<file path="config.mk">
export PLATFORM = sky130hd
export DESIGN_NAME = yuv444_to_422_packer
export DESIGN_NICKNAME = d
export VERILOG_FILES = /design/src/rtl/yuv444_to_422_packer.sv
export SDC_FILE = /design/constraint.sdc
export NUM_CORES = 1
export LEC_CHECK = 0
export ABC_AREA = 1
export CORE_MARGIN = 4
export CORE_UTILIZATION = 44
export CTS_CLUSTER_SIZE = 40
export DETAILED_ROUTE_END_ITERATION = 6
export PLACE_DENSITY = 0.77
export SLEW_MARGIN = 20
export SYNTH_ARGS = -nofsm -noshare
export SYNTH_HDL_FRONTEND = slang
export SYNTH_SLANG_ARGS = --single-unit
</file>
<file path="constraint.sdc">
create_clock -name clk -period 1.1 [get_ports clk]
set_input_delay 0.33 -clock clk [delete_from_list [all_inputs] [get_ports clk]]
set_output_delay 0.33 -clock clk [all_outputs]
set_load 0.02 [all_outputs]
</file>
<file path="src/rtl/yuv444_to_422_packer.sv">
// 4:4:4 to 4:2:2 packer: pairs pixels so even words carry {Y,Cb} and odd
// words carry {Y,Cr}; markers pass through in order.
// Optional macro YUV422_CHROMA_AVG_EN: average chroma of the pixel pair
// (round half up) instead of keeping the even pixel's chroma.
// Ports: clk, resetb (async, active low), enable (sampled on frame start),
//   dvi/dtypei/yi/ui/vi/meta_datai in, dvo/dtypeo/datao/meta_datao out.
`ifndef DTYPE_WIDTH
`define DTYPE_WIDTH 4
`endif
`ifndef DTYPE_PIXEL
`define DTYPE_PIXEL 4'd1
`endif
`ifndef DTYPE_HEND
`define DTYPE_HEND 4'd2
`endif
`ifndef DTYPE_FRAME_START
`define DTYPE_FRAME_START 4'd3
`endif

module yuv444_to_422_packer #(
  parameter int PIXEL_WIDTH = 8
) (
  input  logic                     clk,
  input  logic                     resetb,
  input  logic                     enable,
  input  logic                     dvi,
  input  logic [`DTYPE_WIDTH-1:0]  dtypei,
  input  logic [PIXEL_WIDTH-1:0]   yi,
  input  logic [PIXEL_WIDTH-1:0]   ui,
  input  logic [PIXEL_WIDTH-1:0]   vi,
  input  logic [15:0]              meta_datai,
  output logic                     dvo,
  output logic [`DTYPE_WIDTH-1:0]  dtypeo,
  output logic [2*PIXEL_WIDTH-1:0] datao,
  output logic [15:0]              meta_datao
);

  localparam int W = PIXEL_WIDTH;

  typedef enum logic {
    EVEN = 1'b0,
    ODD  = 1'b1
  } phase_t;

  phase_t phase;
  logic   en_lat;

  // hold slot
  logic                    s_vld;
  logic                    s_wait;
  logic                    s_odd;
  logic [`DTYPE_WIDTH-1:0] s_dtype;
  logic [W-1:0]            s_y;
  logic [W-1:0]            s_u;
  logic [W-1:0]            s_v;
  logic [15:0]             s_meta;
  logic [W-1:0]            vprev;

  logic         in_pix;
  logic         in_row_start;
  logic         emit;
  logic [W-1:0] out_c;

  function automatic logic [W-1:0] chroma(
    input logic [W-1:0] a,
    input logic [W-1:0] b
  );
`ifdef YUV422_CHROMA_AVG_EN
    logic [W:0] sum;
    sum = {1'b0, a} + {1'b0, b} + (W+1)'(1);
    return sum[W:1];
`else
    // b only matters in the averaging build
    return a | (b & '0);
`endif
  endfunction

  always_comb begin
    in_pix       = (dtypei == `DTYPE_PIXEL);
    in_row_start = (dtypei == `DTYPE_HEND) ||
                   (dtypei == `DTYPE_FRAME_START);
    // a waiting even pixel leaves only when the next word shows up
    emit         = s_vld && (!s_wait || dvi);
    unique case (1'b1)
      s_wait && in_pix: out_c = chroma(s_u, ui);
      s_odd:            out_c = chroma(vprev, s_v);
      default:          out_c = s_u;
    endcase
  end

  always_ff @(posedge clk or negedge resetb) begin
    if (!resetb) begin
      dvo        <= 1'b0;
      dtypeo     <= '0;
      datao      <= '0;
      meta_datao <= '0;
      phase      <= EVEN;
      en_lat     <= 1'b0;
      s_vld      <= 1'b0;
      s_wait     <= 1'b0;
      s_odd      <= 1'b0;
      s_dtype    <= '0;
      s_y        <= '0;
      s_u        <= '0;
      s_v        <= '0;
      s_meta     <= '0;
      vprev      <= '0;
    end else begin
      dvo <= emit;
      if (emit) begin
        dtypeo     <= s_dtype;
        datao      <= {s_y, out_c};
        meta_datao <= s_meta;
      end
      if (dvi) begin
        s_vld   <= 1'b1;
        s_dtype <= dtypei;
        s_y     <= yi;
        s_u     <= ui;
        s_v     <= vi;
        s_meta  <= meta_datai;
        s_wait  <= in_pix && en_lat && (phase == EVEN);
        s_odd   <= in_pix && en_lat && (phase == ODD);
        if (in_pix) begin
          phase <= (phase == EVEN) ? ODD : EVEN;
          if (phase == EVEN) vprev <= vi;
        end else if (in_row_start) begin
          phase <= EVEN;
        end
        if (dtypei == `DTYPE_FRAME_START) en_lat <= enable;
      end else if (emit) begin
        s_vld  <= 1'b0;
        s_wait <= 1'b0;
        s_odd  <= 1'b0;
      end
    end
  end

endmodule

</file>
* Yosys cells after proc, flatten, opt, wreduce, memory -nomap -nowiden
Cells that the tools add are included.
Widths: inputs -> output; s select.
** Storage, ports and cells
- Register bits :: 86
- Bits of input ports :: 48
- Output and inout port bits :: 37
- Word-level logic and storage cells :: 38
** Cells by class
- Equality and inequality tests :: 3
- Muxes and demuxes :: 8
- Bitwise logic cells :: 1
- Reduce and logical (&&, ||, !) cells :: 12
** Operators by type and width (count)
- $eq 4x2->1 const B :: 2
- $mux 8 :: 1
- $mux 1 :: 7
- $eq 4x1->1 const B :: 1
- $logic_and 1x1->1 :: 4
- $reduce_and 2->1 :: 2
- $reduce_bool 2->1 :: 2
- $reduce_and 3->1 :: 1
- $logic_or 1x1->1 :: 2
- $logic_not 1->1 :: 1
- $not 1->1 :: 1

* Longest topological paths before layout
Gate-level depths: netlist of run 1.
- Word-level depth :: 5
- Depth in mapped cells :: 8
- Depth with buffers taken out :: 6

* Least setup slack after synthesis of run 1
Ideal clock, no wire load.
- Kind :: in2reg
- From :: input dvi
- To :: register datao[15]
- Library setup time :: 0.130 ns
- Data arrival time :: 1.005 ns
- Required time :: 0.970 ns
- Path slack :: -0.035 ns
- Stages :: 6
- Buffers on the path :: 2
- Cells stage by stage :: buf_4 inv_2 nand2_2 nand2_2 clkbuf_1 o21ai_1
** On the way
- Longest elaborated chain between the ends :: 2
** RTL lines
- start: declaration :: RTL line 26 : input logic dvi,
- $logic_or 1x1->1 :: RTL line 83 : emit = s_vld && (!s_wait || dvi);
- $logic_and 1x1->1 :: RTL line 83
- end signal: assignment :: RTL line 112 : datao <= {s_y, out_c};
- end: declaration :: RTL line 34 : output logic [2*PIXEL_WIDTH-1:0] datao,
No other way between the ends.
A chain may end at the register's enable or synchronous reset.

* Final worst setup path of run 1
- From :: register datao[2]
- To :: output datao[2]
No word-level cell between the ends.

==> flow_summary.yaml, run 1 <==
drt:
  detailed_route_vias_per_instance: 4.71
  routed_wire_length_per_instance_um: 13.3
  detailedRoute.firstPassIterationCount: 4
  dr.first_iter.drc_count: 181
  detail-route-antenna-nets: 0
  via_count: 2811
  finalWirelength_um: 7920
  remaining_drc_errors: 0
sta:
  fin_skew_ps: 8.67
  maxClockFrequency_mhz: 812
  final.min_clock_period_ps: 1230
  timing.final.max_slew_violations: 0
  worst_pin_slew_ps: 275
  worst_slew_margin_rel: 0.817
  final.setup.worst_slack_ps: -132
  tcrit_tclk_final: 1.12
  final_report_setup_violation_count: 37
  holdWs_ps: 300
  timing_hold_violations_final: 0
  rsz0062_at_grt: "true"
critical_path:
  r2r_worst_path_depth: 5
  kind_of_start_point_of_the_critical_path: "flop"
  crit_end_category: "output pin"
  critical_path_class: "flop to output pin"
  cp_top_family: "flip-flops"
  timing.critical_path.arrival_ps: 900
  timing.critical_path.fanout_max: 2
  cp.buffers_inverters: 1
  slowest_stage: "dfrtp_1"
  cp_cell_sequence: "buf_6"
  cp.required_ps: 770
  slowest_delay_ps: 410
  r2r-start: "s_wait$_DFFE_PN0P_"
  setup_slack_of_the_most_critical_reg_to_reg_path_ps: 50
  cp_num_cells: 1
  worst_r2r_endpoint: "meta_datao[8]$_DFFE_PN0P_"
placement:
  area_after_dpl_um2: 4520
  detailed_place_hpwl_um: 5400
  routabilityCongestion: 0.780
  port-buffer-count: 84
synthesis:
  synth_largest_type_area_fraction: 0.632
  synth_nets: 409
  register_bit_total_from_synthesis: 86
  syn_area_cell_um2: 9.43
  synthesis.yosys.warnings: 0
  post-synth-top-area-cell: "dfrtp_1"
  synthCells: 361
  seq_area_frac_synth: 0.632
  netlist_top_cells_area: "dfrtp_1, nand2_1, o21ai_0"
  mappedNetlistArea_um2: 3400
  synth_cell_types: 17
global_route:
  grt_antenna_before_repair: 0
  grt_pass1_wl_um: 12400
  via_count_of_the_first_global_routing_pass: 2675
  grt_overflow_total: 0
  grtUsageTotal: 0.175
  grt_start_max_net_pins: 45
final_layout:
  area_growth_syn_to_layout_pct: 48.8
  postLayoutCellArea_um2: 5060
  layout-drive-gt1-share: 0.261
  insertedDiodeCount: 0
  final_common_cell: "nand2_1"
  layout.nets: 541
  filler_cell_count: 561
  layout_common_cells: "nand2_1, dfrtp_1, o21ai_0"
  utilization: 0.687
status:
  run_status: "complete, but fails checks"
  failed_checks: "setup timing"
flow_run:
  total_of_max_cap_violations: 0
min_path:
  hold_path_end: "s_dtype[2]$_DFFE_PN0P_"
  worstHoldStart: "dtypei[2]"
  whs_path_depth: 3
  timing.hold.worst.class: "input pin to flop"
clock_tree:
  tritoncts_clock_tree: "yes"
  h_tree_lvl_count: 3
  worst_setup_hold_path_clk_slew_ps: 90
  cts_made_buffers: 9
  clock_sinks: 86
  cts_max_path_buffers: 2
  cts_root_buffer: "clkbuf_8"
  insertion_delay_ps: 350
floorplan:
  design.portCount: 85
  chipHeight_um: 95.9
  fp.dieW_um: 95.9
  initial_core_util: 0.462
  floorplan.rows: 31
  floorplan.die_area_um2: 9210
  placeable_core_area_um2: 7370
power:
  fin_total_pwr_uw: 7760
  irDropWorstVdd_mv: 0.670
  power_leakage_uw: 0.00252
  power.density_nw_per_um2: 1530
[stage by stage]
| stage | TNS, ps | cells | setup WS, ps |
|---|---|---|---|
| 3_5_place_dp | -13350 | 553 | -449 |
| 6_report | -4120 | 597 | -132 |
| 4_1_cts | -4840 | 580 | -146 |
| 3_3_place_gp | -12430 | 553 | -382 |
| 5_1_grt | -5840 | 597 | -180 |
| 2_1_floorplan | 0 | 361 | 25.5 |
[logic make-up (layout without fill, tap and decap cells)]
| kind of cell | count (synthesis) | in the layout | synth area share |
|---|---|---|---|
| flops | 86 | 86 | 0.632 |
| simple gates | 137 | 138 | 0.162 |
| buf+inv | 63 | 199 | 0.0827 |
| compound gates | 75 | 75 | 0.122 |
[routing by layer]
layer | wire (um) | part of all wire | vias to the layer above | global-route usage
met5 | 0 | 0 | - | 0
met4 | 46 | 0.0058 | 0 | 0.0604
met3 | 383 | 0.048 | 4 | 0.0383
met2 | 3870 | 0.49 | 74 | 0.277
met1 | 3630 | 0.46 | 1330 | 0.239
li1 | - | - | 1403 | -
[power by group]
part / leakage, uW / internal [uW] / switching, uW
logic: 0.00135 / 843 / 762
registers: 0.00106 / 3520 / 215
clock network: 0.000106 / 1290 / 1130
total: 0.00252 / 5650 / 2110
[repair_timing]
item                                    4_1_cts  5_1_grt
buffers inserted                             10       15
cloned                                        0        2
endpoints found under the setup margin       49       50
pin swaps                                     0        3
resized for setup                           225       10
hold buffers                                  1        0
hold endpoints to repair                     13        0
[cell usage after synthesis]
master	count
nand2_1	119
nor2_1	2
o21ai_0	51
inv_1	42
nand4_1	12
nor2_2	1
clkbuf_1	10
dfrtp_1	86
nand3_1	1
buf_2	3
o21ai_2	11
buf_6	5
inv_2	2
nand2_2	2
a21oi_1	1
buf_4	1
o21ai_1	12
[cell type report]
cell class | count | area [um2] | share of cell area
Clock inverter | 7 | 97.6 | 0.0193
Sequential cell | 86 | 2150 | 0.425
Multi-Input combinational cell | 213 | 1010 | 0.199
Clock buffer | 9 | 124 | 0.0245
Inverter | 44 | 165 | 0.0326
Tap cell | 99 | 124 | 0.0245
Timing Repair Buffer | 139 | 1390 | 0.275
[how the worst max path moves through the flow]
stage               slack (ps)                    to                      start
finish                    -130              datao[2]       datao[2]$_DFFE_PN0P_
detailed placement        -450  vprev[5]$_DFFE_PN0P_                  dtypei[2]
global route              -180         meta_datao[6]  meta_datao[6]$_DFFE_PN0P_
global placement          -380  vprev[5]$_DFFE_PN0P_                  dtypei[0]
floorplan                   30     s_odd$_DFFE_PN0P_                        dvi
CTS                       -150         meta_datao[0]  meta_datao[0]$_DFFE_PN0P_
[sequential cells by signal, summed over array words and instances (netlist names)]
register / cells
en_lat: 1
s_wait: 1
dtypeo: 4
s_y: 8
s_odd: 1
vprev: 8
s_meta: 16
s_dtype: 4
s_vld: 1
datao: 16
s_u: 8
dvo: 1
phase: 1
meta_datao: 16
Note: power is estimated with default switching activity, not from simulation.
==> inputs of run 2 (changes only) <==
--- a/config.mk
+++ b/config.mk
@@ -7,10 +7,11 @@
 export LEC_CHECK = 0
 export ABC_AREA = 1
 export CORE_MARGIN = 4
-export CORE_UTILIZATION = 44
+export CORE_UTILIZATION = 49
+export CTS_CLUSTER_DIAMETER = 100
 export CTS_CLUSTER_SIZE = 40
 export DETAILED_ROUTE_END_ITERATION = 6
-export PLACE_DENSITY = 0.77
+export PLACE_DENSITY = 0.81
 export SLEW_MARGIN = 20
 export SYNTH_ARGS = -nofsm -noshare
 export SYNTH_HDL_FRONTEND = slang
==> constraint.sdc (replaced) <==
create_clock -name clk -period 1.4 [get_ports clk]
set_input_delay 0.42 -clock clk [delete_from_list [all_inputs] [get_ports clk]]
set_output_delay 0.42 -clock clk [all_outputs]
set_load 0.02 [all_outputs]
==> flow_summary.yaml, run 2 (synthesis results as in run 1) <==
status:
  run_status: "finished clean"
drt:
  dr.first_iter.drc_count: 157
  routed_wire_length_per_instance_um: 13.2
  remaining_drc_errors: 0
  detail-route-antenna-nets: 0
  detailed_route_vias_per_instance: 4.93
  detailedRoute.firstPassIterationCount: 4
  via_count: 2618
  finalWirelength_um: 7000
clock_tree:
  tritoncts_clock_tree: "yes"
  cts_max_path_buffers: 2
  clock_sinks: 86
  insertion_delay_ps: 340
  postCtsSetupRepairBufs: 0
  h_tree_lvl_count: 3
  cts_root_buffer: "clkbuf_8"
  cts_made_buffers: 9
  worst_setup_hold_path_clk_slew_ps: 80
  ctsHoldBuffers: 0
final_layout:
  final_cells: 531
  insertedDiodeCount: 0
  filler_cell_count: 549
  layout-drive-gt1-share: 0.177
  layout_common_cells: "nand2_1, dfrtp_1, o21ai_0"
  final_common_cell: "nand2_1"
  postLayoutCellArea_um2: 4340
  largest_registers: "datao: 16 flops, meta_datao: 16 flops, s_meta: 16 flops"
  layout.nets: 494
  area_growth_syn_to_layout_pct: 27.5
critical_path:
  cp_top_family: "flip-flops"
  crit_end_category: "output pin"
  timing.critical_path.fanout_max: 2
  cp.required_ps: 980
  timing.critical_path.arrival_ps: 900
  cp_cell_sequence: "buf_2"
  kind_of_start_point_of_the_critical_path: "flop"
  slowest_delay_ps: 410
  critical_path_class: "flop to output pin"
  cp.buffers_inverters: 1
  slowest_stage: "dfrtp_1"
floorplan:
  chipHeight_um: 91.3
  floorplan.rows: 30
  floorplan.die_area_um2: 8340
  placeable_core_area_um2: 6760
  fp.dieW_um: 91.3
  design.portCount: 85
  initial_core_util: 0.504
power:
  power_switching_uw: 1510
  irDropWorstVdd_mv: 0.535
  power_report.internal_total_uw: 3870
  clockPowerShare: 0.290
  pwr-share-seq: 0.540
  power.density_nw_per_um2: 1240
  power_leakage_uw: 0.00218
  share_comb_of_total_power: 0.169
  sw_frac_of_total: 0.280
global_route:
  grt_overflow_total: 0
  grt_pass1_wl_um: 12100
  grt_start_max_net_pins: 87
  via_count_of_the_first_global_routing_pass: 2627
  grt_antenna_before_repair: 0
  grtUsageTotal: 0.181
sta:
  timing_hold_violations_final: 0
  maxClockFrequency_mhz: 755
  rsz0062_at_grt: "false"
  tcrit_tclk_final: 0.946
  fin_skew_ps: 7.22
  timing.final.max_slew_violations: 0
  final_report_setup_violation_count: 0
  final.setup.tns_ps: 0
  final.min_clock_period_ps: 1320
  worst_slew_margin_rel: 0.676
  worst_pin_slew_ps: 487
placement:
  area_after_dpl_um2: 4340
  port-buffer-count: 84
  routabilityCongestion: 0.732
  dpl.cell_count: 515
  detailed_place_hpwl_um: 4730
flow_run:
  total_of_max_cap_violations: 0
min_path:
  timing.hold.worst.class: "input pin to asynchronous set/reset pin"
-- run 2: changes by cell type in the layout (fill, tap and decap cells not counted), moves of 2 or more --
cell / before / now
buf_4: 46 / 6
buf_6: 40 / 0
buf_2: 1 / 38
bufinv_16: 2 / 0
clkbuf_8: 9 / 11
clkdlybuf4s50_1: 43 / 45
dlymetal6s2s_1: 2 / 0
nand2_1: 117 / 119
nor2_4: 2 / 0
-- run 2: path summary, 6_finish.rpt --
check                                     startpoint                          to  slack [ps]  depth (start not counted)
max                            dtypeo[0]$_DFFE_PN0P_                   dtypeo[0]          80                          1
min                                           resetb  meta_datao[14]$_DFFE_PN0P_         100                          2
max reg2reg                        s_odd$_DFFE_PN0P_        datao[7]$_DFFE_PN0P_         270                          3
min reg2reg                meta_datao[5]$_DFFE_PN0P_   meta_datao[5]$_DFFE_PN0P_         480                          2
max in group asynchronous                     resetb       dtypeo[1]$_DFFE_PN0P_         970                          2
min in group clk                                 dvi           s_vld$_DFFE_PN0P_         360                          3
-- run 2: cell type report --
class                           count  area, um2  area share
Timing Repair Buffer               93        766       0.177
Multi-Input combinational cell    212        970       0.224
Clock buffer                       11        151      0.0349
Clock inverter                      5       33.8     0.00779
Sequential cell                    86       2150       0.496
Inverter                           44        165      0.0381
Tap cell                           80        100      0.0231
-- run 2: power groups by stage --
stage               combinational (uW)  sequential (uW)  clock (uW)
global placement                  1010             2950           0
CTS                                929             2910        1620
finish                             911             2910        1560
global route                      1030             2940        1720
detailed placement                1040             2960           0
floorplan                          361             3070           0
-- run 2: what timing repair did --
item                                   in CTS  in global routing
endpoints found under the hold margin       0                  0
setup endpoints to repair                  37                  1
resized for setup                         147                  1
-- run 2: metrics by stage --
stage / power (uW) / setup WS [ps] / utilization / hold WS, ps
floorplan: 3440 / 175 / - / 124
global placement: 3960 / -173 / 0.642 / 463
detailed placement: 4000 / -247 / 0.642 / 469
CTS: 5450 / 8.91 / 0.643 / 110
global route: 5680 / 44.0 / 0.642 / 119
finish: 5380 / 76.2 / 0.642 / 104
-- run 2: metal layers --
metal  track usage  vias up  wire, um
met5             0        -         0
met4        0.0804        0        76
met3        0.0365        5       351
met2         0.296       66      3380
met1         0.234     1240      3190
li1              -     1307         -
